==> src/rtl/pcm_sync_pkg.sv <==
// Shared definitions for the PCM frame-sync controller.
// Latency: n/a (constants and types only).
// Backpressure: n/a.
//   SYNC_LEN_DEFAULT / SYNC_PATTERN_DEFAULT : default frame sync word, MSB received first
//   sync_state_t                            : acquisition state encoding as seen on sync_state
package pcm_sync_pkg;

  localparam int SYNC_LEN_DEFAULT = 26;
  localparam logic [SYNC_LEN_DEFAULT-1:0] SYNC_PATTERN_DEFAULT =
    26'b00000101_01111001_10110111_11;

  typedef enum logic [1:0] {
    SYNC_SEARCH   = 2'd0,
    SYNC_VERIFY   = 2'd1,
    SYNC_LOCK     = 2'd2,
    SYNC_FLYWHEEL = 2'd3
  } sync_state_t;

endpackage

==> src/rtl/pcm_sync_match.sv <==
// Hamming-distance comparator of a received window against the sync pattern.
// Latency: combinational.
// Backpressure: none.
//   data  : SYNC_LEN-bit window, MSB = earliest received bit
//   match : 1 when the number of differing bits is <= MAX_ERRS
module pcm_sync_match #(
  parameter int                  SYNC_LEN     = 26,
  parameter logic [SYNC_LEN-1:0] SYNC_PATTERN = '0,
  parameter int                  MAX_ERRS     = 0
) (
  input  logic [SYNC_LEN-1:0] data,
  output logic                match
);

  localparam int ERR_W = $clog2(SYNC_LEN + 1);

  logic [SYNC_LEN-1:0] diff;
  logic [ERR_W-1:0]    errs;

  always_comb begin
    diff = data ^ SYNC_PATTERN;
    errs = '0;
    for (int i = 0; i < SYNC_LEN; i++) begin
      errs = errs + ERR_W'(diff[i]);
    end
    match = (int'(errs) <= MAX_ERRS);
  end

endmodule

==> src/rtl/pcm_frame_sync_ctrl.sv <==
// Frame-sync acquisition (SEARCH/VERIFY/LOCK/FLYWHEEL) and byte framing for the PCM NRZ downlink.
// Latency: word_valid/word_data/word_index/frame_start registered, one clk after the completing bit_sample.
// Backpressure: none; the downstream byte sink must accept every word_valid pulse.
//   clk, reset_n (sync, active-low) | bit_in + bit_sample: bit stream in | resync: force SEARCH
//   word_data/word_valid/word_index/frame_start: framed bytes out | lock, sync_state, frame_count: status
module pcm_frame_sync_ctrl
  import pcm_sync_pkg::*;
#(
  parameter int                  FRAME_WORDS    = 128,
  parameter int                  SYNC_LEN       = SYNC_LEN_DEFAULT,
  parameter logic [SYNC_LEN-1:0] SYNC_PATTERN   = SYNC_PATTERN_DEFAULT,
  parameter int                  MAX_ERRS       = 0,
  parameter int                  VERIFY_COUNT   = 2,
  parameter int                  FLYWHEEL_COUNT = 3
) (
  input  logic                           clk,
  input  logic                           reset_n,
  input  logic                           bit_in,
  input  logic                           bit_sample,
  input  logic                           resync,
  output logic [7:0]                     word_data,
  output logic                           word_valid,
  output logic [$clog2(FRAME_WORDS)-1:0] word_index,
  output logic                           frame_start,
  output logic                           lock,
  output logic [1:0]                     sync_state,
  output logic [15:0]                    frame_count
);

  localparam int FRAME_BITS = 8 * FRAME_WORDS;
  localparam int POS_W      = $clog2(FRAME_BITS + 1);
  localparam int IDX_W      = $clog2(FRAME_WORDS);
  localparam int HIT_W      = $clog2(VERIFY_COUNT + 1);
  localparam int MISS_W     = $clog2(FLYWHEEL_COUNT + 1);

  sync_state_t         state_q, state_d;
  // The oldest bit of the window is only needed on the cycle it is shifted
  // out, so the register keeps SYNC_LEN-1 bits and the window is formed with bit_in.
  logic [SYNC_LEN-2:0] sr_q;
  logic [SYNC_LEN-1:0] sr_shift;
  logic [POS_W-1:0]    bit_pos_q, bit_pos_d, pos_inc;
  logic [HIT_W-1:0]    hits_q, hits_d;
  logic [MISS_W-1:0]   misses_q, misses_d;
  logic                match, check, locked_now, emit;
  logic [IDX_W-1:0]    idx_d;

  pcm_sync_match #(
    .SYNC_LEN     (SYNC_LEN),
    .SYNC_PATTERN (SYNC_PATTERN),
    .MAX_ERRS     (MAX_ERRS)
  ) u_match (
    .data  (sr_shift),
    .match (match)
  );

  always_comb begin
    sr_shift   = {sr_q, bit_in};
    pos_inc    = bit_pos_q + 1'b1;
    check      = (pos_inc == POS_W'(FRAME_BITS));
    locked_now = (state_q == SYNC_LOCK) || (state_q == SYNC_FLYWHEEL);
    state_d    = state_q;
    bit_pos_d  = bit_pos_q;
    hits_d     = hits_q;
    misses_d   = misses_q;

    if (resync) begin
      state_d   = SYNC_SEARCH;
      bit_pos_d = '0;
      hits_d    = '0;
      misses_d  = '0;
    end else if (bit_sample) begin
      unique case (state_q)
        SYNC_SEARCH: begin
          if (match) begin
            state_d   = (VERIFY_COUNT == 1) ? SYNC_LOCK : SYNC_VERIFY;
            bit_pos_d = '0;
            hits_d    = HIT_W'(1);
            misses_d  = '0;
          end
        end
        SYNC_VERIFY: begin
          bit_pos_d = pos_inc;
          if (check) begin
            bit_pos_d = '0;
            if (!match) begin
              state_d = SYNC_SEARCH;
              hits_d  = '0;
            end else begin
              hits_d = hits_q + 1'b1;
              if (hits_d == HIT_W'(VERIFY_COUNT)) state_d = SYNC_LOCK;
            end
          end
        end
        SYNC_LOCK, SYNC_FLYWHEEL: begin
          bit_pos_d = pos_inc;
          if (check) begin
            // Frame alignment is kept on a miss: the count wraps like a hit.
            bit_pos_d = '0;
            if (match) begin
              state_d  = SYNC_LOCK;
              misses_d = '0;
            end else begin
              misses_d = misses_q + 1'b1;
              if (misses_d == MISS_W'(FLYWHEEL_COUNT)) begin
                state_d  = SYNC_SEARCH;
                misses_d = '0;
                hits_d   = '0;
              end else begin
                state_d = SYNC_FLYWHEEL;
              end
            end
          end
        end
      endcase
    end

    // A word is produced only while the controller stays in sync; the strobe
    // that drops lock (or a resync) emits nothing. FRAME_BITS is a multiple
    // of 8, so the check instant always coincides with the last word.
    emit  = bit_sample && !resync && locked_now && (pos_inc[2:0] == 3'd0)
            && (state_d != SYNC_SEARCH);
    idx_d = IDX_W'((pos_inc >> 3) - 1'b1);
  end

  always_ff @(posedge clk) begin
    if (!reset_n) begin
      state_q     <= SYNC_SEARCH;
      sr_q        <= '0;
      bit_pos_q   <= '0;
      hits_q      <= '0;
      misses_q    <= '0;
      word_valid  <= 1'b0;
      word_data   <= '0;
      word_index  <= '0;
      frame_start <= 1'b0;
      frame_count <= '0;
    end else begin
      state_q     <= state_d;
      bit_pos_q   <= bit_pos_d;
      hits_q      <= hits_d;
      misses_q    <= misses_d;
      if (bit_sample) sr_q <= sr_shift[SYNC_LEN-2:0];
      word_valid  <= emit;
      frame_start <= emit && (idx_d == '0);
      if (emit) begin
        word_data  <= sr_shift[7:0];
        word_index <= idx_d;
      end
      if (emit && check) frame_count <= frame_count + 1'b1;
    end
  end

  assign lock       = (state_q == SYNC_LOCK) || (state_q == SYNC_FLYWHEEL);
  assign sync_state = state_q;

endmodule

==> config.mk <==
export PLATFORM = sky130hd
export DESIGN_NAME = pcm_frame_sync_ctrl
export DESIGN_NICKNAME = d
export VERILOG_FILES = /design/src/rtl/pcm_sync_pkg.sv /design/src/rtl/pcm_sync_match.sv /design/src/rtl/pcm_frame_sync_ctrl.sv
export SDC_FILE = /design/constraint.sdc
export NUM_CORES = 1
export LEC_CHECK = 0
export ABC_CLOCK_PERIOD_IN_PS = 11500
export CAP_MARGIN = 25
export CORE_ASPECT_RATIO = 1.75
export CORE_MARGIN = 2
export CORE_UTILIZATION = 35
export CTS_CLUSTER_DIAMETER = 30
export DETAILED_ROUTE_END_ITERATION = 12
export GPL_ROUTABILITY_DRIVEN = 0
export PLACE_DENSITY = 0.5
export REMOVE_ABC_BUFFERS = 1
export SYNTH_ARGS = -nofsm -noshare
export SYNTH_HDL_FRONTEND = slang
export SYNTH_SLANG_ARGS = --single-unit
==> constraint.sdc <==
create_clock -name clk -period 11.5 [get_ports clk]
set_input_delay 1.725 -clock clk [delete_from_list [all_inputs] [get_ports clk]]
set_output_delay 1.725 -clock clk [all_outputs]
set_load 0.01 [all_outputs]
-- Word-level counts from Yosys, hierarchy flattened
Cells that the tools add are included.
- bits in writable memories: 0
- ROM bits: 0
- memories kept: 0
- bits in latches: 0
- output and inout bits: 36
- bits of input ports: 5
- register bits: 75
- add/sub/neg operators: 30
- divide/modulo/power cells: 0
- muxes and demuxes: 25
- order comparisons: 1
- $mul: 0
- shift-type cells: 0
- reductions and logical operators: 19
- eq/ne operators: 11
- bitwise gates (word level): 2
- operator list (operator ; count):
    adder 5 x 1 -> 5 bit ; 24
    2-to-1 mux 2 bit ; 19
    2-to-1 mux 11 bit ; 2
    case mux 11 bit (2 select lines) ; 1
    adder 16 x 1 -> 16 bit, second input constant ; 1
    inverter 15 bit ; 1
    case mux 2 bit (3 select lines) ; 2
    adder 11 x 1 -> 11 bit, second input constant ; 1
    equality test 11 bit, second input constant ; 1
    != test 2 bit, second input constant ; 5
    equality test 2 bit, second input constant ; 4
    zero test 7 bit ; 1
    subtractor 7 x 1 -> 7 bit, second input constant ; 1
    logical AND 1 bit ; 6
    AND reduction 6 bit ; 1
    <= comparator 5 x 1 -> 1 bit, second input constant ; 1
    adder 2 x 1 -> 2 bit, second input constant ; 2
    case mux 2 bit (2 select lines) ; 1
    AND reduction 4 bit ; 1
    nonzero test 2 bit ; 2
    OR reduction 2 bit ; 2
    zero test 3 bit ; 1
    OR reduction 3 bit ; 1
    adder 1 x 1 -> 2 bit ; 1
    other kinds (6) ; 6

-- Longest topological paths before layout
Gate-level depths: netlist of the first run.
- depth after elaboration: 35
- gate-level depth with buffers: 23
- depth with buffers taken out: 22

-- Hierarchy
A second synthesis of the first run with hierarchy kept.
- cells, all modules: 480
- area total of the unflattened synthesis: 4310.4 µm²
- modules (own cells, without submodules) (module ; area an instance (µm²) ; cells each ; instances):
    pcm_frame_sync_ctrl ; 3639.7 ; 409 ; 1
    pcm_sync_match ; 670.6 ; 71 ; 1

-- Worst setup path after synthesis of the first run
Ideal clock, no wire load.
- path kind: input -> register
- start: input port bit_in
- end: register frame_count[8]
- required time: 11.385 ns
- library setup time: 0.115 ns
- stages on the path: 21
- data arrival time: 7.207 ns
- setup slack: 4.178 ns
- cell sequence: inv_1 -> ha_1 -> inv_1 -> fa_1 -> fa_1 -> fa_1 -> inv_1 -> fa_1 -> inv_1 -> fa_1 -> fa_1 -> inv_1 -> fa_1 -> nand2b_1 -> or4_1 -> o21ai_0 -> a2111oi_0 -> a211o_2 -> o2111a_2 -> and3_1 -> o21a_1
- cells in the longest elaborated chain, start to end: 35
- ends and longest elaborated chain (element ; line ; RTL):
    from (decl) ; pcm_frame_sync_ctrl.sv:18 ; input logic bit_in,
    inverter 15 bit (no source line) (*) ; n/a ;
    adder 1 x 1 -> 2 bit (*) ; pcm_sync_match.sv:24 ; errs = errs + ERR_W'(diff[i]);
    adder 5 x 1 -> 5 bit (*) (24 in series) ; pcm_sync_match.sv:24 ;
    <= comparator 5 x 1 -> 1 bit (*) ; pcm_sync_match.sv:26 ; match = (int'(errs) <= MAX_ERRS);
    2-to-1 mux 2 bit, on equally long branches ; pcm_frame_sync_ctrl.sv:99, pcm_frame_sync_ctrl.sv:85 ;
    2-to-1 mux 2 bit, on equally long branches ; pcm_frame_sync_ctrl.sv:96, pcm_frame_sync_ctrl.sv:83 ;
    case mux 2 bit (3 select lines) (*) ; pcm_frame_sync_ctrl.sv:72 ; unique case (state_q)
    2-to-1 mux 2 bit (*) ; pcm_frame_sync_ctrl.sv:71 ; end else if (bit_sample) begin
    2-to-1 mux 2 bit (*) ; pcm_frame_sync_ctrl.sv:66 ; if (resync) begin
    nonzero test 2 bit (*) ; pcm_frame_sync_ctrl.sv:121 ; && (state_d != SYNC_SEARCH);
    logical AND 1 bit (*) ; pcm_frame_sync_ctrl.sv:121 ;
    logical AND 1 bit (*) ; pcm_frame_sync_ctrl.sv:149 ; if (emit && check) frame_count <= frame_count + 1'b1;
    to (signal assigned) ; pcm_frame_sync_ctrl.sv:149 ;
    to (decl) ; pcm_frame_sync_ctrl.sv:27 ; output logic [15:0] frame_count
Mark *: on every way between the ends. The rest lies on a longest branch, timed or not.
A chain may end at the register's enable or synchronous reset.

-- Final worst setup path of the first run
- start: input port bit_in
- end: register frame_count[9]
Same word-level chain as after synthesis.

==> impl_metrics.json, run 1 <==
{
  "clock.fmax_ghz": 0.126,
  "path_class": "in2reg",
  "rows": 53,
  "area_growth_pct": 20.4,
  "routed.top_layer": "met4",
  "cts.sinks": 75,
  "antenna_found_initial": 0,
  "hp-class": "reg2reg",
  "critPathLaunchType": "primary input",
  "cts-resized-gates": 0,
  "grt_start_max_net_pins": 39,
  "num_vias": 3583,
  "cts_tree": "built",
  "clk_path_buf_depth": 2,
  "seq_area_frac_synth_pct": 34.6,
  "clock-skew-final_ps": 5.82,
  "via_per_inst": 5.00,
  "grt_pass1_wl_um": 17200,
  "die-area_um2": 13300,
  "drt_iter0_drc": 166,
  "synth_area_leaders": "dfxtp_1 35%, fa_1 8.8%, mux2i_1 6.7%, inv_1 5.0%, nor2_1 5.0%",
  "worstPathArrival_ps": 8190,
  "hold_path_depth": 2,
  "synth_edf_count": 0,
  "fin_nets": 583,
  "min_period_ps": 7930,
  "drcViolationCount": 0,
  "met2_length_um": 5650,
  "period_share_pct": 68.9,
  "cts_setup_buffers": 0,
  "wl_per_cell_um": 14.2,
  "grt_setup_unrepaired": "false",
  "die_h_um": 151,
  "synth_largest_area_cell": "dfxtp_1",
  "worstMarginPinSlew_ps": 951,
  "root_buffer": "clkbuf_16",
  "path_clk_slew_ps": 60,
  "grt_util_all_layers_pct": 16.5,
  "synth.most_common_cell": "dfxtp_1",
  "start_util_pct": 35.9,
  "status": "finished, final reports clean",
  "place_hpwl_um": 7560,
  "netlist_area_um2": 4330,
  "synth_top_area_share_pct": 34.6,
  "leakagePower_nw": 1.91,
  "powerDensity_nw_per_um2": 125,
  "final_max_slew_viol_count": 0,
  "drt_pass1_iterations": 4,
  "grt_pass1_vias": 3594,
  "yosys_warnings": 0,
  "hold_buffers": 0,
  "grt-ovfl-total": 0,
  "critPathCaptureType": "flop",
  "path_max_fanout": 8,
  "cts_buffers": 9,
  "insertion_delay_ps": 330,
  "ys_async_sr_fraction_pct": 0,
  "met3_length_um": 256,
  "ys_ff_latch": 75,
  "hold_viol": 0,
  "io_buffers": 40,
  "final_layout_size_suffix_gt1_share_pct": 5.80,
  "r2r_cells": 21,
  "synth_common_cells": "75 x dfxtp_1, 58 x inv_1, 58 x nor2_1, 34 x nand2_1, 29 x mux2i_1",
  "drv_cap": 0,
  "relSlewSlack_pct": 36.0,
  "synth_cell_types": 57,
  "design.core.area_um2": 12100,
  "diodes": 0,
  "fillCellCount": 1234,
  "drt_wl_total_um": 10200,
  "wl_met1_um": 4070,
  "required_ps": 11770,
  "syn_avg_cell_area_um2": 8.30,
  "io_pins": 41,
  "ant_nets": 0,
  "peakVddDrop_v": 0.0000670,
  "placed_area_um2": 4850,
  "fin_area_um2": 5220,
  "synth-main-ff-cell": "dfxtp_1",
  "tns_ps": 0,
  "syn_inst": 522,
  "die_x_um": 88.1,
  "setup_viol": 0,
  "htree_levels": 3
}
-- cell families after synthesis --
family,count (synthesis),share of synthesized area (%)
xor gates and xnor gates,16,3.23
muxes,29,6.70
DFF,75,34.6
AOI/OAI and AO/OA,101,14.7
and+or+nand+nor,180,20.1
buffers and inverters,90,8.34
adders and majority gates,31,12.2
-- worst max-delay path, stage by stage --
cell and delay (ps):
clkdlybuf4s50_1 500, inv_1 50, ha_1 280, inv_1 70, fa_1 430, fa_1 500, fa_1 510, inv_1 50
fa_1 490, inv_1 50, fa_1 460, fa_1 400, inv_1 90, fa_1 400, nand2b_1 140, or4_1 490
nor2_1 300, nand3_1 160, o22ai_2 250, o2111ai_2 280, or3_1 420, a21oi_1 150
-- power breakdown --
part	internal (W)	switching, W	total, W	leakage (nW)
combinational	0.0000141	0.0000229	0.0000370	1.13
clock	0.000236	0.000116	0.000352	0.181
sequential	0.000260	0.000000516	0.000261	0.604
total	0.000510	0.000140	0.000650	1.91
-- path summary, 6_finish.rpt --
| check | slack [ps] | to | from |
|---|---|---|---|
| worst max register to register | 5100 | frame_count[9] | sr_q[0] |
| worst min register to register | 450 | word_index[2] | word_index[2] |
| worst max-delay path | 3570 | frame_count[9] | bit_in |
| worst min-delay path | 450 | word_index[2] | word_index[2] |
-- metrics by stage --
stage / hold slack (ps) / util, % / power, W / instances / worst slack (ps)
after floorplan: 460 / - / 0.000290 / 490 / 3510
after global placement: 439 / 40.1 / 0.000303 / 700 / 3370
after detailed placement: 445 / 40.2 / 0.000305 / 701 / 3230
after CTS: 454 / 43.2 / 0.000661 / 717 / 3570
after global routing: 476 / 43.2 / 0.000676 / 717 / 3200
final: 448 / 43.2 / 0.000650 / 717 / 3570
-- cell usage in the layout, fill, tap and decap left out, types with 10 or more instances in the layout --
cell type,n
dfxtp_1,75
inv_1,58
nor2_1,58
clkdlybuf4s50_1,40
nand2_1,34
mux2i_1,29
nand3_1,28
a21oi_1,27
o21ai_0,24
fa_1,19
o21ai_1,13
ha_1,12
xnor2_1,11
nor3_1,10
-- cell type report --
| class | count | area (µm²) | share of cell area (%) |
|---|---|---|---|
| clock buffer | 9 | 225 | 4.32 |
| sequential | 75 | 1500 | 28.8 |
| multi-input combinational | 357 | 2470 | 47.4 |
| clock inverter | 7 | 146 | 2.81 |
| tap | 165 | 206 | 3.96 |
| inverter | 58 | 218 | 4.17 |
| timing repair buffer | 46 | 445 | 8.54 |
-- sequential cells by signal (all words and copies together) (netlist names) --
name and flops:
frame_count 16, word_valid 1, bit_pos_q 11, sr_q 25, frame_start 1, hits_q 2
misses_q 2, word_index 7, sync_state 2, word_data 8
-- layer usage --
layer | track usage (%) | vias to the layer above
met5 | 0 | -
met4 | 6.36 | 0
met3 | 2.72 | 15
met2 | 30.7 | 58
met1 | 18.1 | 1707
li1 | - | 1803
(Power assumes the default switching activity.)
==> run 2: changes to the inputs <==
--- a/config.mk
+++ b/config.mk
@@ -5,7 +5,7 @@
 export SDC_FILE = /design/constraint.sdc
 export NUM_CORES = 1
 export LEC_CHECK = 0
-export ABC_CLOCK_PERIOD_IN_PS = 11500
+export ABC_CLOCK_PERIOD_IN_PS = 8100
 export CAP_MARGIN = 25
 export CORE_ASPECT_RATIO = 1.75
 export CORE_MARGIN = 2
==> constraint.sdc (replaced) <==
create_clock -name clk -period 8.1 [get_ports clk]
set_input_delay 1.215 -clock clk [delete_from_list [all_inputs] [get_ports clk]]
set_output_delay 1.215 -clock clk [all_outputs]
set_load 0.01 [all_outputs]
==> run 2 against run 1 <==
  * Worst setup slack worse by 2900 ps
  * Cell area is 0.82% lower
  * Flip-flop and latch count stayed put
  * Die area stayed put
  * Critical path depth stayed put
  * Register-to-register slack worse by 3400 ps
  * Combinational power is 41% higher
  * Worst hold slack better by 2.0 ps
  * Power is 33% higher
  * First-iteration DRC count is 21% lower
  * Clock-buffer cell count is 3 higher
  * Critical endpoint is now frame_count[10]
  * Largest power group unchanged
==> impl_metrics.json, run 2 (synthesis results as in run 1) <==
{
  "hp-class": "reg2reg",
  "largest_reg_flops": 25,
  "r2r_cells": 21,
  "htree_levels": 3,
  "critPathMaxStageDelay_ps": 510,
  "clock.fmax_ghz": 0.135,
  "crit_top_cell": "fa_1",
  "hold_path_depth": 2,
  "whs_ps": 450,
  "path_class": "in2reg",
  "setup_viol": 0,
  "antenna_found_initial": 0,
  "drt_pass1_iterations": 4,
  "path_clk_slew_ps": 50,
  "grt-ovfl-total": 0,
  "via_per_inst": 4.98,
  "num_vias": 3572,
  "drcViolationCount": 0,
  "drv_cap": 0,
  "reg2reg_slack_ps": 1680,
  "wl_per_cell_um": 14.3,
  "slowest_stage": "fa_1",
  "area_growth_pct": 19.4,
  "grt_pass1_vias": 3614,
  "clk_path_buf_depth": 2,
  "path_max_fanout": 6,
  "place_hpwl_um": 7710,
  "final_max_slew_viol_count": 0,
  "fillCellCount": 1246,
  "fin_nets": 583,
  "whs_endpoint": "word_index[2]",
  "status": "finished, final reports clean",
  "tns_ps": 0,
  "cts-resized-gates": 0,
  "clock-skew-final_ps": 6.56,
  "die-area_um2": 13300,
  "grt_util_all_layers_pct": 16.8,
  "top_register": "sr_q",
  "final_layout_size_suffix_gt1_share_pct": 5.62,
  "die_h_um": 151,
  "r2r_start": "sr_q[0]",
  "grt_pass1_wl_um": 17300,
  "relSlewSlack_pct": 39.9,
  "design.core.area_um2": 12100,
  "period_share_pct": 91.8,
  "cts_tree": "built",
  "cts_setup_buffers": 0,
  "multi_input_area_um2": 2470,
  "diodes": 0,
  "worstMarginPinSlew_ps": 893,
  "grt_start_max_net_pins": 38,
  "critPathLaunchType": "primary input",
  "r2r_end": "frame_count[10]",
  "root_buffer": "clkbuf_16",
  "layout_common_cells": "75 x dfxtp_1, 58 x inv_1, 58 x nor2_1, 40 x clkdlybuf4s50_1, 34 x nand2_1",
  "peakVddDrop_v": 0.000134,
  "required_ps": 8360,
  "io_buffers": 40,
  "rows": 53,
  "min_from": "word_index[2]",
  "insertion_delay_ps": 340,
  "path_cells": "clkdlybuf4s50_1, inv_1, ha_1, inv_1, fa_1, fa_1, fa_1, inv_1, fa_1, inv_1, fa_1, fa_1, inv_1, fa_1, nand2b_1, or4_1, nor2_1, nand3_1, o22ai_2, o2111ai_1, or3_1, a21oi_1",
  "ant_nets": 0,
  "hold_viol": 0,
  "start_util_pct": 35.9,
  "final_common_cell": "dfxtp_1",
  "min_period_ps": 7430,
  "leakagePower_nw": 1.89,
  "seqCellArea_um2": 1500,
  "die_x_um": 88.1,
  "hold_buffers": 0,
  "powerDensity_nw_per_um2": 167,
  "io_pins": 41,
  "top_regs": "sr_q (25), frame_count (16), bit_pos_q (11)",
  "cts.sinks": 75,
  "grt_setup_unrepaired": "false",
  "drt_wl_total_um": 10300,
  "drt_iter0_drc": 131,
  "worstPathArrival_ps": 7700,
  "critPathCaptureType": "flop",
  "cts_buffers": 9
}
==> run 2: layout make-up <==
cell class	instances	share of cell area, %
Sequential cell	75	29.0
Clock buffer	12	4.96
Clock inverter	4	1.40
Timing Repair Buffer	46	8.61
Multi-Input combinational cell	357	47.8
Tap cell	165	3.99
Inverter	58	4.21
==> run 2: worst max-delay path by stage <==
stage / start / to / cells after the start
floorplan: bit_in / frame_start / 21
global route: bit_in / frame_count[10] / 22
detailed placement: bit_in / frame_count[4] / 22
CTS: bit_in / frame_count[4] / 22
global placement: bit_in / frame_count[11] / 22
finish: bit_in / frame_count[10] / 22
==> run 2: through the flow <==
| stage | power, W | setup slack (ps) | utilization, % | area, µm² | std cells |
|---|---|---|---|---|---|
| 3_5_place_dp | 0.000431 | 320 | 40.2 | 4850 | 701 |
| 2_1_floorplan | 0.000412 | 617 | - | 4190 | 490 |
| 5_1_grt | 0.000901 | 356 | 42.9 | 5170 | 717 |
| 6_report | 0.000863 | 666 | 42.9 | 5170 | 717 |
| 4_1_cts | 0.000880 | 674 | 42.9 | 5170 | 717 |
| 3_3_place_gp | 0.000430 | 503 | 40.1 | 4840 | 700 |
==> run 2: critical path, delay by kind of cell <==
family                   cells  cell delay [ps]
AO/OA/AOI/OAI                3              660
buffers and inverters        6              810
AND/OR/NAND/NOR              5             1550
adder cells (fa/ha/maj)      8             3460
==> run 2: where the power goes <==
part	internal, W	switching (W)
Combinational	0.0000197	0.0000324
Clock	0.000286	0.000154
Sequential	0.000370	0.000000722
==> run 2: metal layers <==
metal / track usage, % / wire [µm]
met1: 17.9 / 4060
met2: 31.0 / 5680
met3: 3.22 / 235
met4: 7.88 / 284
met5: 0 / 0
==> run 3: changes to the inputs <==
--- a/config.mk
+++ b/config.mk
@@ -5,12 +5,13 @@
 export SDC_FILE = /design/constraint.sdc
 export NUM_CORES = 1
 export LEC_CHECK = 0
+export ABC_AREA = 1
 export ABC_CLOCK_PERIOD_IN_PS = 8100
 export CAP_MARGIN = 25
 export CORE_ASPECT_RATIO = 1.75
-export CORE_MARGIN = 2
+export CORE_MARGIN = 10
 export CORE_UTILIZATION = 35
-export CTS_CLUSTER_DIAMETER = 30
+export CTS_CLUSTER_DIAMETER = 100
 export DETAILED_ROUTE_END_ITERATION = 12
 export GPL_ROUTABILITY_DRIVEN = 0
 export PLACE_DENSITY = 0.5
==> run 3 against run 2 <==
  * Synthesized area unchanged
  * Sequential share of layout area hardly changed
  * Cell count grew 8.6%
  * Routed wire length up 6.1%
  * Flip-flop and latch count unchanged
  * Non-clock buffer count shrank 2
  * Fmax increased by 7.3%
  * First-iteration DRC count is 3.1% higher
  * Sequential power up 4%
  * Clock skew up 3.9 ps
  * Clock-buffer cell count decreased by 2
  * Combinational power grew to 5.1 times the previous value
  * Critical endpoint is now word_index[3]
==> impl_metrics.json, run 3 <==
{
  "status": "finished, final reports clean",
  "synth-main-ff-cell": "dfxtp_1",
  "synth_common_cells": "104 x nand2_1, 84 x inv_1, 75 x dfxtp_1, 60 x nor2_1, 51 x a21oi_1",
  "worstMarginPinSlew_ps": 637,
  "layout_common_cells": "104 x nand2_1, 84 x inv_1, 75 x dfxtp_1, 60 x nor2_1, 51 x a21oi_1",
  "required_ps": 8370,
  "critPathCaptureType": "flop",
  "yosys_warnings": 0,
  "path_max_fanout": 19,
  "clock.fmax_ghz": 0.144,
  "io_pins": 41,
  "worstPathArrival_ps": 7190,
  "ys_ff_latch": 75,
  "path_clk_slew_ps": 70,
  "netlist_area_um2": 4330,
  "leakagePower_nw": 1.98,
  "drt_iter0_drc": 135,
  "path_class": "in2reg",
  "num_vias": 3708,
  "critPathLaunchType": "primary input",
  "clock-skew-final_ps": 10.4,
  "relSlewSlack_pct": 57.3,
  "syn_avg_cell_area_um2": 7.54,
  "design.core.area_um2": 12100,
  "diodes": 0,
  "largest_reg_flops": 25,
  "reg2reg_slack_ps": 2170,
  "place_hpwl_um": 8340,
  "crit_top_cell": "fa_1",
  "seq_area_frac_synth_pct": 34.6,
  "drt_wl_total_um": 10900,
  "grt_start_max_net_pins": 44,
  "syn_inst": 575,
  "ant_nets": 0,
  "clk_path_buf_depth": 2,
  "wl_per_cell_um": 14.0,
  "cts_buffers": 9,
  "cts_setup_buffers": 0,
  "synth_area_leaders": "dfxtp_1 35%, nand2_1 9.0%, fa_1 8.8%, inv_1 7.3%, a21oi_1 5.9%",
  "area_growth_pct": 19.3,
  "cts_tree": "built",
  "top_regs": "sr_q (25), frame_count (16), bit_pos_q (11)",
  "peakVddDrop_v": 0.000111,
  "cts-resized-gates": 0,
  "insertion_delay_ps": 340,
  "drt_pass1_iterations": 4,
  "drcViolationCount": 0,
  "grt_util_all_layers_pct": 12.9,
  "die_x_um": 104,
  "grt_setup_unrepaired": "false",
  "synth_edf_count": 0,
  "min_period_ps": 6930,
  "grt_pass1_vias": 3699,
  "die-area_um2": 17400,
  "root_buffer": "clkbuf_16",
  "drv_cap": 0,
  "ys_async_sr_fraction_pct": 0,
  "slowest_stage": "fa_1",
  "antenna_found_initial": 0,
  "rows": 53,
  "start_util_pct": 35.9,
  "seqCellArea_um2": 1500,
  "tns_ps": 0,
  "finish.utilization_pct": 42.9,
  "final_max_slew_viol_count": 0,
  "fin_nets": 645,
  "synth_largest_area_cell": "dfxtp_1",
  "synth_top_area_share_pct": 34.6,
  "critPathMaxStageDelay_ps": 520,
  "period_share_pct": 85.5,
  "powerDensity_nw_per_um2": 207,
  "cts.sinks": 75,
  "final_common_cell": "nand2_1",
  "synth_cell_types": 39,
  "hold_buffers": 0,
  "die_h_um": 167,
  "grt-ovfl-total": 0,
  "multi_input_area_um2": 2380,
  "htree_levels": 3,
  "via_per_inst": 4.76,
  "io_buffers": 40,
  "synth.most_common_cell": "nand2_1",
  "hp-class": "reg2reg",
  "final_layout_size_suffix_gt1_share_pct": 7.49,
  "hold_viol": 0,
  "setup_viol": 0,
  "top_register": "sr_q",
  "grt_pass1_wl_um": 18500,
  "fillCellCount": 1226
}
==> run 3: changes by cell type after synthesis, moves of 9 or more <==
cell,previous run,this run
nand2_1,34,104
mux2i_1,29,0
inv_1,58,84
a21oi_1,27,51
nand4_1,1,20
o21ai_0,24,35
and2_1,9,0
and3_1,9,0
o21ai_1,13,4
or3_1,9,0
==> run 3: kinds of logic (layout without fill, tap and decap cells) <==
logic type	after synthesis	in the layout	synth area share, %
buffers and inverters	109	148	10.3
DFF	75	75	34.6
xor gates and xnor gates	18	18	3.64
and+or+nand+nor	242	242	26.8
AOI/OAI and AO/OA	100	100	12.3
adders and majority gates	31	31	12.2
==> run 3: layer usage <==
| metal | up-vias | part of all wire [%] | global-route usage (%) |
|---|---|---|---|
| met3 | 13 | 3.4 | 2.96 |
| met2 | 57 | 55 | 24.4 |
| li1 | 1906 | - | - |
| met1 | 1732 | 40 | 13.6 |
| met4 | 0 | 1.5 | 4.38 |
| met5 | - | 0 | 0 |
==> run 3: final timing paths <==
check | end | cells past startpoint | start
worst max-delay path | word_index[3] | 29 | bit_in
worst min-delay path | hits_q[1] | 2 | hits_q[1]
worst max register to register | word_index[3] | 28 | sr_q[0]
worst min register to register | hits_q[1] | 2 | hits_q[1]
==> run 3: layout make-up <==
type	count	area share (%)
sequential	75	29.0
clock inverter	6	1.38
inverter	88	6.48
timing repair buffer	44	8.39
multi-input combinational	391	46.1
tap	165	3.99
clock buffer	10	4.62
==> run 3: metrics by stage <==
step | setup WS, ps | hold slack, ps | total power [W] | std cells | instance area (µm²)
after global placement | 826 | 465 | 0.000656 | 762 | 4850
after global routing | 790 | 498 | 0.00115 | 779 | 5170
after floorplan | 1720 | 433 | 0.000590 | 554 | 4220
after detailed placement | 767 | 473 | 0.000667 | 762 | 4850
after CTS | 1120 | 487 | 0.00109 | 778 | 5160
final | 1170 | 479 | 0.00107 | 779 | 5170
==> run 3: power breakdown <==
group	switching [W]	total (W)	internal [W]
combinational	0.000159	0.000264	0.000105
sequential	0.00000687	0.000386	0.000379
clock	0.000169	0.000418	0.000250
total	0.000335	0.00107	0.000733
==> run 3: worst max-delay path, delay by kind of cell <==
| kind | cells | cell delay, ps |
|---|---|---|
| simple gates | 11 | 1040 |
| compound gates | 2 | 410 |
| fa+ha+maj | 8 | 3520 |
| buf+inv | 8 | 1000 |
==> RTL change 1: new RTL, settings of run 1 <==
`FLYWHEEL_COUNT`: 3 -> 5.
--- a/src/rtl/pcm_frame_sync_ctrl.sv
+++ b/src/rtl/pcm_frame_sync_ctrl.sv
@@ -11,7 +11,7 @@
   parameter logic [SYNC_LEN-1:0] SYNC_PATTERN   = SYNC_PATTERN_DEFAULT,
   parameter int                  MAX_ERRS       = 0,
   parameter int                  VERIFY_COUNT   = 2,
-  parameter int                  FLYWHEEL_COUNT = 3
+  parameter int                  FLYWHEEL_COUNT = 5
 ) (
   input  logic                           clk,
   input  logic                           reset_n,
Function: same outputs for any inputs over 10 cycles, from zero or initial values and one cycle with reset_n low; that may be too few to reach the edited logic, so the function may still have changed.
==> RTL change 1 against run 1 <==
Sequential cell count is 1 higher; register-to-register slack better by 0.34 ns; worst setup slack improved by 0.33 ns; design area up 5.0%; area after synthesis grew 7.4%; via count grew 7.1%; combinational power up 14%; maximum frequency increased by 4.4%; routed wire length rose by 10%; power down 7.6%; sequential share of layout area fell by 1.0 points; critical endpoint is now word_data[1]$_SDFFE_PN0P_; largest power group unchanged.
==> RTL change 1: results (changes against run 1) <==
[synthesis]
synth.area.top_cells=dfxtp_1, mux2i_1, fa_1  ; was dfxtp_1, fa_1, mux2i_1
synthArstFlopShare_pct=0  ; unchanged
synth_compound_area_share_pct=13.44  ; was 14.69%
synthTopCellsByCount=dfxtp_1, inv_1, nand2_1, mux2i_1, nor2_1  ; was dfxtp_1, inv_1, nor2_1, nand2_1, mux2i_1
synth.area.mux_share_pct=10.56  ; was 6.697%
synth_xor_area_share_pct=2.258  ; was 3.233%
syn_area_per_cell_sq_um=8.733  ; was 8.303 sq um
yosysUniqueCellTypes=59  ; was 57
seq_area_frac_synth_pct=32.69  ; was 34.64%
yosys.area_share.adder_pct=11.94  ; was 12.24%

[run_status]
outcome=finished, final reports clean  ; unchanged

[grt]
met1_usage_pct=17.45  ; was 18.13%
use_met2_pct=30.37  ; was 30.68%
grt_pass1_wl_mm=18.49  ; was 17.16 mm
met3_usage_pct=2.600  ; was 2.725%
grt_pass1_vias=3747  ; was 3594

[final_layout]
fillCellCount=1346  ; was 1234
layout-drive-gt1-share_pct=7.156  ; was 5.797%
antenna_cells=0  ; unchanged
nNetsFinal=592  ; was 583

[detailed_routing]
wl_mm=11.23  ; was 10.18 mm
num_vias=3838  ; was 3583
via_per_inst=5.258  ; was 4.997
wl_met3_um=396  ; was 256 um
dr.first_iter.drc_count=117  ; was 166
met1Wirelength_mm=4.392  ; was 4.071 mm
route.met2.wl_mm=6.056  ; was 5.652 mm

[timing]
finClkSkew_ns=0.01203  ; was 0.005825 ns
slew_headroom_pct=46.23  ; was 36.02%

[clock_network]
clock_latency_ns=0.35  ; was 0.33 ns

[placement]
place_hpwl_mm=8.344  ; was 7.558 mm

[power]
irDropWorstVdd_mv=0.06258  ; was 0.06702 mV
p_leak_nw=2.037  ; was 1.913 nW

[setup_path]
cp_slowest_cell=clkdlybuf4s50_1  ; was fa_1
cp_max_fo=30  ; was 8

-- RTL change 1: cell types whose count changed in the layout (fill, tap and decap cells not counted), moves of 10 or more --
cell	run 1	this run
o41ai_1	0	10
nand3_1	28	18
nand4_1	1	13
nor2_1	58	48
o21ai_0	24	8
nand2_1	34	53
o311ai_0	0	13
o21ai_1	13	0
a21oi_1	27	16
nand2b_1	5	16
mux2i_1	29	48
-- RTL change 1: final timing paths --
| path | start | to | slack [ns] | cells after the start |
|---|---|---|---|---|
| max | bit_in | word_data[1]$_SDFFE_PN0P_ | 3.91 | 22 |
| min | word_index[4]$_SDFFE_PN0P_ | word_index[4]$_SDFFE_PN0P_ | 0.46 | 2 |
| max reg2reg | sr_q[0]$_SDFFE_PN0P_ | word_data[1]$_SDFFE_PN0P_ | 5.44 | 21 |
| min reg2reg | word_index[4]$_SDFFE_PN0P_ | word_index[4]$_SDFFE_PN0P_ | 0.46 | 2 |
-- RTL change 1: per-stage QoR --
stage | total power, mW | setup slack (ns) | util (%) | cell area [sq um]
3_5_place_dp | 0.3126 | 3.535 | 39.95 | 5169
5_1_grt | 0.6250 | 3.499 | 42.34 | 5478
4_1_cts | 0.6091 | 3.864 | 42.34 | 5478
3_3_place_gp | 0.3103 | 3.618 | 39.74 | 5141
6_report | 0.6000 | 3.909 | 42.34 | 5478
2_1_floorplan | 0.2966 | 2.746 | - | 4489
-- RTL change 1: final cells by class --
type,instances,area (sq um),share of cell area (%)
multi-input combinational,368,2779,50.73
sequential,76,1521,27.78
timing repair buffer,46,455.4,8.314
clock buffer,10,239.0,4.363
tap,171,214.0,3.906
inverter,53,198.9,3.632
clock inverter,6,70.07,1.279
-- RTL change 1: where the power goes --
group | switching (mW) | internal, mW
Sequential | 0.000495 | 0.264
Combinational | 0.0265 | 0.0156
Clock | 0.118 | 0.175
==> RTL change 2: new RTL, config.mk and constraints of run 1 <==
Made on the original files. Register the inputs `bit_in`, `bit_sample` and `resync` before use, without a reset. The logic sees them one clock later. Comments in the files are not updated.
--- a/src/rtl/pcm_frame_sync_ctrl.sv
+++ b/src/rtl/pcm_frame_sync_ctrl.sv
@@ -33,6 +33,16 @@
   localparam int HIT_W      = $clog2(VERIFY_COUNT + 1);
   localparam int MISS_W     = $clog2(FLYWHEEL_COUNT + 1);
 
+  logic bit_q;
+  logic bit_sample_q;
+  logic resync_q;
+
+  always_ff @(posedge clk) begin
+    bit_q        <= bit_in;
+    bit_sample_q <= bit_sample;
+    resync_q     <= resync;
+  end
+
   sync_state_t         state_q, state_d;
   // The oldest bit of the window is only needed on the cycle it is shifted
   // out, so the register keeps SYNC_LEN-1 bits and the window is formed with bit_in.
@@ -54,7 +64,7 @@
   );
 
   always_comb begin
-    sr_shift   = {sr_q, bit_in};
+    sr_shift   = {sr_q, bit_q};
     pos_inc    = bit_pos_q + 1'b1;
     check      = (pos_inc == POS_W'(FRAME_BITS));
     locked_now = (state_q == SYNC_LOCK) || (state_q == SYNC_FLYWHEEL);
@@ -63,12 +73,12 @@
     hits_d     = hits_q;
     misses_d   = misses_q;
 
-    if (resync) begin
+    if (resync_q) begin
       state_d   = SYNC_SEARCH;
       bit_pos_d = '0;
       hits_d    = '0;
       misses_d  = '0;
-    end else if (bit_sample) begin
+    end else if (bit_sample_q) begin
       unique case (state_q)
         SYNC_SEARCH: begin
           if (match) begin
@@ -117,7 +127,7 @@
     // A word is produced only while the controller stays in sync; the strobe
     // that drops lock (or a resync) emits nothing. FRAME_BITS is a multiple
     // of 8, so the check instant always coincides with the last word.
-    emit  = bit_sample && !resync && locked_now && (pos_inc[2:0] == 3'd0)
+    emit  = bit_sample_q && !resync_q && locked_now && (pos_inc[2:0] == 3'd0)
             && (state_d != SYNC_SEARCH);
     idx_d = IDX_W'((pos_inc >> 3) - 1'b1);
   end
@@ -139,7 +149,7 @@
       bit_pos_q   <= bit_pos_d;
       hits_q      <= hits_d;
       misses_q    <= misses_d;
-      if (bit_sample) sr_q <= sr_shift[SYNC_LEN-2:0];
+      if (bit_sample_q) sr_q <= sr_shift[SYNC_LEN-2:0];
       word_valid  <= emit;
       frame_start <= emit && (idx_d == '0);
       if (emit) begin
Function: no difference found for any inputs over 10 cycles, from zero or initial values and one cycle with reset_n low; that may be too few to reach the edited logic, so the function may still have changed.
==> RTL change 2 against run 1 <==
First-iteration DRC count decreased by 28%; clock skew about the same; global-route usage decreased by 1.1 points; sequential cell count increased by 3; design area increased by 0.48%; area after synthesis increased by 1.5%; routed wire length decreased by 6.5%; worst setup slack improved by 1.5 ns; non-clock buffer count decreased by 3; power decreased by 4.8%; critical endpoint unchanged; largest cell class unchanged.
==> RTL change 2: results (changes against run 1) <==
[setup_path]
critical_path.max_stage_delay_ns=0.61  ; was 0.51 ns
startpoint=sr_q[0]$_SDFFE_PN0P_  ; was bit_in
cp-end-kind=flop  ; unchanged
reg2reg_slack_ns=5.04  ; was 5.10 ns
cp_max_fo=16  ; was 8
ff2ff_path_depth=20  ; was 21
cp_slowest_cell=a221o_1  ; was fa_1
cp_data_arrival_time_ns=6.72  ; was 8.19 ns
cp_top_family=adder cells  ; unchanged

[grt]
grt_pass1_vias=3338  ; was 3594
grt_pass1_wl_mm=16.26  ; was 17.16 mm
antenna_found_initial=0  ; unchanged
grt_max_degree=89  ; was 39
grt.total_usage_pct=15.32  ; was 16.46%

[placement]
place_hpwl_mm=7.007  ; was 7.558 mm
dpl.cell_count=692  ; was 701
place_area_sq_um=4920  ; was 4846 sq um

[clock_network]
clock-root-buffer=clkbuf_16  ; unchanged
postCtsSetupRepairBufs=0  ; unchanged
ctsResizeCount=0  ; unchanged
clkTransAtPathRegs_ns=0.06  ; about the same
htree_levels=3  ; unchanged
clock_latency_ns=0.33  ; about the same
clock_path_buffers=2  ; unchanged

[timing]
finClkSkew_ns=0.005722  ; was 0.005825 ns
slew_headroom_pct=47.11  ; was 36.02%
fin_hold_ws_ns=0.4546  ; was 0.4477 ns
tns_ns=0  ; unchanged
max_freq_ghz=0.1548  ; was 0.1262 GHz

[power]
pg_comb_mw=0.0385  ; was 0.0370 mW
p_leak_nw=1.904  ; was 1.913 nW
p_switching_mw=0.1362  ; was 0.1396 mW
irDropWorstVdd_mv=0.06960  ; was 0.06702 mV
pg_clk_mw=0.308  ; was 0.352 mW
p_per_area_nw_per_um2=118.0  ; was 124.5 nW/um^2

[final_layout]
instances_no_fill=707  ; was 717
antenna_cells=0  ; unchanged
reg_top3=sr_q x25, frame_count x16, bit_pos_q x11  ; unchanged
fin_util_pct=42.40  ; was 43.23%
nNetsFinal=571  ; was 583
fillCellCount=1252  ; was 1234
layout-drive-gt1-share_pct=5.380  ; was 5.797%

[synthesis]
synth.area.top_cells=dfxtp_1, mux2i_1, fa_1  ; was dfxtp_1, fa_1, mux2i_1
syn_area_per_cell_sq_um=8.611  ; was 8.303 sq um
yosysUniqueCellTypes=47  ; was 57
synthTopCellsByCount=dfxtp_1, inv_1, nand2_1, mux2i_1, nor2_1  ; was dfxtp_1, inv_1, nor2_1, nand2_1, mux2i_1
synthArstFlopShare_pct=0  ; unchanged
seq_area_frac_synth_pct=35.48  ; was 34.64%

[min_path]
hold_end=word_data[4]$_SDFFE_PN0P_  ; was word_index[2]$_SDFFE_PN0P_
worstHoldPathType=reg -> reg  ; unchanged
hold_path_depth=2  ; unchanged
hp-start=word_data[4]$_SDFFE_PN0P_  ; was word_index[2]$_SDFFE_PN0P_

[detailed_routing]
via_per_inst=4.786  ; was 4.997
dr.pass1.iters=4  ; unchanged
wl_mm=9.512  ; was 10.18 mm
dr.first_iter.drc_count=119  ; was 166

[run_status]
outcome=finished, final reports clean  ; unchanged

[floorplan]
dieArea_sq_um=13520  ; was 13320 sq um

[job]
cap_viol_max_count=0  ; unchanged

==> RTL change 2: logic make-up after synthesis <==
logic type | synth area share (%)
AO/OA/AOI/OAI | 9.810
multiplexers | 9.326
adder cells (fa/ha/maj) | 12.06
flip-flops | 35.48
AND/OR/NAND/NOR | 23.29
XOR/XNOR | 2.787
buffers and inverters | 7.251
==> RTL change 2: layer usage <==
metal	up-vias	routed length (um)	GRT usage (%)
met5	-	0	0
met4	0	83	5.411
met3	6	217	2.763
met2	46	5326	27.54
met1	1589	3885	17.51
li1	1743	-	-
==> RTL change 2: final cells by class <==
type                       instances  area share [%]
sequential                        78           29.79
clock buffer                      10           4.558
clock inverter                     5           1.599
multi-input combinational        350           48.14
tap                              168           4.010
timing repair buffer              43           8.115
inverter                          53           3.795
